**src/rtl/router_pkg.sv**
```systemverilog
// Shared widths, the never-accepted header address and the router FSM state encoding.
// Imported by the register stage, its parity sub-block, the interface users and the bench.
package router_pkg;
  localparam int         DATA_WIDTH   = 8;
  localparam logic [1:0] ADDR_INVALID = 2'b11;

  typedef logic [DATA_WIDTH-1:0] byte_t;

  typedef enum logic [2:0] {
    ST_DECODE_ADDRESS,
    ST_LOAD_FIRST_DATA,
    ST_LOAD_DATA,
    ST_LOAD_PARITY,
    ST_FIFO_FULL_STATE,
    ST_LOAD_AFTER_FULL,
    ST_WAIT_TILL_EMPTY,
    ST_CHECK_PARITY_ERROR
  } fsm_state_t;
endpackage

```
**src/rtl/router_if.sv**
```systemverilog
// Byte stream, FIFO full flag, FSM state flags and status returns between the router FSM side
// (master) and the datapath register stage (slave).
interface router_if;
  router_pkg::byte_t din;
  logic              pkt_valid;
  logic              fifo_full;
  logic              rst_int_reg;
  logic              detect_add;
  logic              lfd_state;
  logic              ld_state;
  logic              laf_state;
  logic              full_state;
  router_pkg::byte_t dout;
  logic              parity_done;
  logic              low_pkt_valid;
  logic              err;

  modport master (
    output din, pkt_valid, fifo_full, rst_int_reg, detect_add,
           lfd_state, ld_state, laf_state, full_state,
    input  dout, parity_done, low_pkt_valid, err
  );

  modport slave (
    input  din, pkt_valid, fifo_full, rst_int_reg, detect_add,
           lfd_state, ld_state, laf_state, full_state,
    output dout, parity_done, low_pkt_valid, err
  );
endinterface

```
**src/rtl/router_parity_acc.sv**
```systemverilog
// Running XOR of header and payload bytes; compares against the captured parity byte
// one clock after parity_done rises and holds err until the next packet starts.
module router_parity_acc
  import router_pkg::*;
(
  input  logic  clk,
  input  logic  rst,
  input  logic  clr,
  input  logic  xor_en,
  input  byte_t xor_dat,
  input  byte_t pkt_parity,
  input  logic  parity_done,
  output logic  err
);
  byte_t int_parity;
  logic  parity_done_q;

  always_ff @(posedge clk or posedge rst) begin
    if (rst) begin
      int_parity    <= '0;
      parity_done_q <= 1'b0;
      err           <= 1'b0;
    end else begin
      parity_done_q <= parity_done;
      if (clr)
        int_parity <= '0;
      else if (xor_en)
        int_parity <= int_parity ^ xor_dat;
      // Compare only on the rising edge of parity_done so err is a per-packet verdict.
      if (clr)
        err <= 1'b0;
      else if (parity_done && !parity_done_q)
        err <= (int_parity != pkt_parity);
    end
  end
endmodule

```
**src/rtl/router_reg.sv**
```systemverilog
// Router datapath register stage: header hold, one-byte full buffer, parity capture and check.
// All outputs registered, one clk after the qualifying FSM flags; stalls by holding dout.
module router_reg
  import router_pkg::*;
(
  input logic     clk,
  input logic     rst,
  router_if.slave bus
);
  byte_t hdr_byte;
  byte_t full_byte;
  byte_t pkt_parity;
  byte_t dout_q;
  logic  parity_done_q;
  logic  low_pkt_valid_q;
  logic  pc_ld;
  logic  pc_laf;
  logic  xor_en;
  byte_t xor_dat;
  logic  err_w;

  assign pc_ld  = bus.ld_state & ~bus.fifo_full & ~bus.pkt_valid;
  assign pc_laf = bus.laf_state & low_pkt_valid_q & ~parity_done_q;

  // The trailing parity byte (pkt_valid low) never enters the running XOR.
  assign xor_en  = bus.lfd_state | (bus.ld_state & bus.pkt_valid & ~bus.full_state);
  assign xor_dat = bus.lfd_state ? hdr_byte : bus.din;

  always_ff @(posedge clk or posedge rst) begin
    if (rst) begin
      hdr_byte        <= '0;
      full_byte       <= '0;
      pkt_parity      <= '0;
      dout_q          <= '0;
      parity_done_q   <= 1'b0;
      low_pkt_valid_q <= 1'b0;
    end else begin
      if (bus.detect_add && bus.pkt_valid && (bus.din[1:0] != ADDR_INVALID))
        hdr_byte <= bus.din;
      if (bus.ld_state && bus.fifo_full)
        full_byte <= bus.din;

      if (bus.lfd_state)
        dout_q <= hdr_byte;
      else if (bus.ld_state && !bus.fifo_full)
        dout_q <= bus.din;
      else if (bus.laf_state)
        dout_q <= full_byte;

      if (pc_ld)
        pkt_parity <= bus.din;
      else if (pc_laf)
        pkt_parity <= full_byte;

      if (bus.detect_add)
        parity_done_q <= 1'b0;
      else if (pc_ld || pc_laf)
        parity_done_q <= 1'b1;

      if (bus.rst_int_reg)
        low_pkt_valid_q <= 1'b0;
      else if (bus.ld_state && !bus.pkt_valid)
        low_pkt_valid_q <= 1'b1;
    end
  end

  router_parity_acc u_parity (
    .clk         (clk),
    .rst         (rst),
    .clr         (bus.detect_add),
    .xor_en      (xor_en),
    .xor_dat     (xor_dat),
    .pkt_parity  (pkt_parity),
    .parity_done (parity_done_q),
    .err         (err_w)
  );

  assign bus.dout          = dout_q;
  assign bus.parity_done   = parity_done_q;
  assign bus.low_pkt_valid = low_pkt_valid_q;
  assign bus.err           = err_w;
endmodule
```
**src/flat_wrapper.sv**
```systemverilog
// flat-port wrapper written by rule: the top's interface ports become plain ports
module router_reg_flat import router_pkg::*;
  (clk, rst, bus_din, bus_pkt_valid, bus_fifo_full, bus_rst_int_reg, bus_detect_add, bus_lfd_state, bus_ld_state, bus_laf_state, bus_full_state, bus_dout, bus_parity_done, bus_low_pkt_valid, bus_err);
  router_if bus_i ();
  input logic clk;
  input logic rst;
  input wire logic [$bits(bus_i.din)-1:0] bus_din;
  input wire logic [$bits(bus_i.pkt_valid)-1:0] bus_pkt_valid;
  input wire logic [$bits(bus_i.fifo_full)-1:0] bus_fifo_full;
  input wire logic [$bits(bus_i.rst_int_reg)-1:0] bus_rst_int_reg;
  input wire logic [$bits(bus_i.detect_add)-1:0] bus_detect_add;
  input wire logic [$bits(bus_i.lfd_state)-1:0] bus_lfd_state;
  input wire logic [$bits(bus_i.ld_state)-1:0] bus_ld_state;
  input wire logic [$bits(bus_i.laf_state)-1:0] bus_laf_state;
  input wire logic [$bits(bus_i.full_state)-1:0] bus_full_state;
  output wire logic [$bits(bus_i.dout)-1:0] bus_dout;
  output wire logic [$bits(bus_i.parity_done)-1:0] bus_parity_done;
  output wire logic [$bits(bus_i.low_pkt_valid)-1:0] bus_low_pkt_valid;
  output wire logic [$bits(bus_i.err)-1:0] bus_err;
  assign bus_i.din = bus_din;
  assign bus_i.pkt_valid = bus_pkt_valid;
  assign bus_i.fifo_full = bus_fifo_full;
  assign bus_i.rst_int_reg = bus_rst_int_reg;
  assign bus_i.detect_add = bus_detect_add;
  assign bus_i.lfd_state = bus_lfd_state;
  assign bus_i.ld_state = bus_ld_state;
  assign bus_i.laf_state = bus_laf_state;
  assign bus_i.full_state = bus_full_state;
  assign bus_dout = bus_i.dout;
  assign bus_parity_done = bus_i.parity_done;
  assign bus_low_pkt_valid = bus_i.low_pkt_valid;
  assign bus_err = bus_i.err;
  router_reg u_core (.clk(clk), .rst(rst), .bus(bus_i));
endmodule
```
**config.mk**
```make
export PLATFORM = sky130hd
export DESIGN_NAME = router_reg_flat
export DESIGN_NICKNAME = d
export VERILOG_FILES = /design/src/rtl/router_pkg.sv /design/src/rtl/router_if.sv /design/src/rtl/router_parity_acc.sv /design/src/rtl/router_reg.sv /design/src/flat_wrapper.sv
export SDC_FILE = /design/constraint.sdc
export NUM_CORES = 1
export LEC_CHECK = 0
export CAP_MARGIN = 20
export CORE_MARGIN = 8
export CORE_UTILIZATION = 50
export DETAILED_ROUTE_END_ITERATION = 12
export PLACE_DENSITY_LB_ADDON = 0.25
export SKIP_CTS_REPAIR_TIMING = 1
export SYNTH_ARGS = -nofsm -noshare
export SYNTH_HDL_FRONTEND = slang
export SYNTH_SLANG_ARGS = --single-unit
```
**constraint.sdc**
```tcl
create_clock -name clk -period 1.6 [get_ports clk]
set_clock_uncertainty 0.15 [all_clocks]
set_input_delay 0.32 -clock clk [delete_from_list [all_inputs] [get_ports clk]]
set_output_delay 0.32 -clock clk [all_outputs]
set_load 0.005 [all_outputs]
```
==> run metrics, run 1 <==
power share of the sequential group 0.508; relative slew slack 0.812; met1 GRT Util 0.203; crit-path max cell delay 0.55 ns; Hold Slack 0.235 ns; final WL 4.99 mm; vias in the first global route 1685; WP data arrival 1.60 ns; drt first pass iters 4; DRC marker count from the first detailed-route iteration 86; DIE WIDTH 80.0 um; fin nets 262; Setup crit end kind flop; root buf cell clkbuf_8; Filler cells 293; Synth Warn # 0; Site Rows 23; final setup fails 0; die area 6400 um2; status completed; Synth async-reset ratio 1.00; largest net degree at the start of global routing 45; CTS H-tree depth 2; worst path buffer plus inverter count 1; setup slack after layout 0.0725 ns; max-slew violation count 0; worst-margin pin slew 0.280 ns; # diodes 0; Req. time, crit path 1.67 ns; Final Hold Viols 0; Internal 2.03 mW; CTS Sinks 44; Clock Power Share 0.256; I/O Buffers 28; Combinational Power Share 0.236; Clock Path Buffers 2; worst min path class input pin to asynchronous set/reset pin; crit path max fanout 8; fin util 0.700; sw power 0.776 mW; Cell Pwr Density 1010 nW/um2; CTS tree done; Final Cycle Share 0.955; sequential area share after synthesis 0.537; layout cells sized above 1 0.241; static leakage 1.42 nW; slowest library cell on the worst path clkdlybuf4s50_1; Sw Ratio 0.277; EDFF count, synth 0; critical path type input pin to flop; clock latency on the worst-skew pair 0.30 ns; Synth Register Bits 44; GR Util met3 0.0394; M2 GR Usage 0.255; Power Total 2.81 mW; syn avg cell area 11.1 um2; Min Clock Period, post-route 1.53 ns; Syn Std Cell Area 2050 um2; Reg clk slew, reported paths 0.09 ns; Post-Syn Instances 185; Worst VDD drop 0.662 mV; Top Family by Delay on Critical Path buffers and inverters; most used routing layer in global routing met2; Chip Height 80.0 um; Post-Syn Nets 203; vias after detailed routing 1594; DP HPWL 3.73 mm; DR vias/cell 5.40; Setup crit start kind input pin; Std-Cell Core Area 3970 um2; Num CTS Buffers 5; cell-by-cell trace of the critical path clkdlybuf4s50_1, and4bb_4, a21boi_0, xor2_1, nor2_1; routed len/inst 16.9 um; num ports 29; top_reg_cell synth dfrtp_1; placed instance count 285; Syn-to-layout area delta 35.6%; Tot GR Track Use 0.159; Post-DRT Antenna Nets 0; Overflow after GRT 0; Max Clk Rate 655 MHz; Cell variety after synth 37; max_cap viols 0; Final Non-Filler Cells 295; Place WS -0.380 ns; RePlAce Congestion 0.858; initial antenna violation count 0; Initial Utilization 0.516; DR DRC count 0; first-pass GRT wire length 8.03 mm
Yosys cell counts, types with 2 or more instances:
master / n / area share
dfrtp_1: 44 / 0.54
nor2_1: 18 / 0.033
nand2_1: 16 / 0.029
mux2_2: 14 / 0.077
xor2_1: 11 / 0.047
o21ai_0: 8 / 0.020
a21oi_1: 7 / 0.017
mux2i_1: 7 / 0.034
nand2b_1: 7 / 0.021
a21boi_0: 5 / 0.018
a2bb2oi_1: 5 / 0.021
a32oi_1: 5 / 0.021
xnor2_1: 5 / 0.021
inv_1: 4 / 0.0073
a22oi_1: 2 / 0.0073
a31oi_1: 2 / 0.0061
buf_2: 2 / 0.0049
clkbuf_1: 2 / 0.0037
clkbuf_2: 2 / 0.0049
nand3b_1: 2 / 0.0073
metrics by stage:
stage	TNS (ns)	instance area, um2
6_report	0	2780
4_1_cts	-0.850	2710
3_3_place_gp	-8.73	2610
3_5_place_dp	-9.65	2610
2_1_floorplan	0	2050
5_1_grt	-0.0191	2780
flip-flops by register name, indices dropped and copies added, names as in the netlist:
signal	count
u_core.u_parity.err	1
u_core.u_parity.parity_done_q	1
u_core.bus.low_pkt_valid	1
u_core.hdr_byte	8
u_core.pkt_parity	8
u_core.bus.parity_done	1
u_core.u_parity.int_parity	8
u_core.bus.dout	8
u_core.full_byte	8
power groups by stage:
stage | logic (mW) | clock network, mW | registers [mW]
CTS | 0.660 | 0.737 | 1.42
global route | 0.727 | 0.772 | 1.45
floorplan | 0.370 | 0 | 1.41
finish | 0.662 | 0.720 | 1.43
global placement | 0.634 | 0 | 1.44
detailed placement | 0.657 | 0 | 1.45
path summary, 6_finish.rpt:
check	end	from	slack (ns)	cells after the start
max	u_core.u_parity.int_parity[5]	bus_pkt_valid	0.07	5
min	u_core.u_parity.int_parity[0]	rst	0.23	3
max reg2reg	u_core.pkt_parity[1]	u_core.bus.parity_done	0.19	6
min reg2reg	u_core.bus.dout[1]	u_core.bus.dout[1]	0.35	1
max in group asynchronous	u_core.bus.dout[1]	rst	0.85	3
min in group clk	u_core.bus.low_pkt_valid	bus_ld_state	0.29	3
worst reg2reg max path, cell delays in order, from the launching register on:
cell	delay, ns
dfrtp_1	0.39
buf_4	0.14
nand3b_1	0.19
buf_12	0.18
nor2_1	0.10
a21oi_1	0.05
o21ai_0	0.14
cells by family (layout without fill, tap and decap cells):
group	Yosys count	after routing	synth area share
AND/OR/NAND/NOR	53	53	0.124
XOR/XNOR	16	16	0.0684
buffers and inverters	11	71	0.0244
flip-flops	44	44	0.537
AO/OA/AOI/OAI	40	40	0.135
multiplexers	21	21	0.111
final cells by class:
class,count,area [um2],area share
Sequential cell,44,1100,0.396
Multi-Input combinational cell,130,921,0.331
Timing Repair Buffer,59,586,0.211
Clock buffer,7,86.3,0.0311
Tap cell,50,62.6,0.0225
Inverter,4,15.0,0.00540
Clock inverter,1,7.51,0.00270
placed cells by master (no fill, tap or decap), types with 2 or more instances in the layout:
cell,count
mux2i_1,7
a21oi_1,6
nor2_1,18
clkbuf_8,6
a21boi_0,3
nand2_1,16
mux2_2,14
o21ai_0,8
dlymetal6s2s_1,14
buf_12,3
a32oi_1,5
a31oi_1,2
dfrtp_1,44
nand3b_1,2
xor2_1,11
nand2b_1,7
buf_4,28
clkdlybuf4s50_1,14
a2bb2oi_1,5
inv_1,4
xnor2_1,5
routing by layer:
layer	vias to the layer above	part of all wire
li1	769	-
met1	777	0.45
met2	41	0.50
met3	7	0.044
met4	0	0.013
met5	-	0
No activity file was read; power rests on OpenSTA's default activity.
==> run 2, diff against run 1 <==
--- a/config.mk
+++ b/config.mk
@@ -11,6 +11,7 @@
 export DETAILED_ROUTE_END_ITERATION = 12
 export PLACE_DENSITY_LB_ADDON = 0.25
 export SKIP_CTS_REPAIR_TIMING = 1
+export SLEW_MARGIN = 20
 export SYNTH_ARGS = -nofsm -noshare
 export SYNTH_HDL_FRONTEND = slang
 export SYNTH_SLANG_ARGS = --single-unit
==> results of run 2 <==
Same layout as run 1: the final DEF is identical, and so are final timing and power.
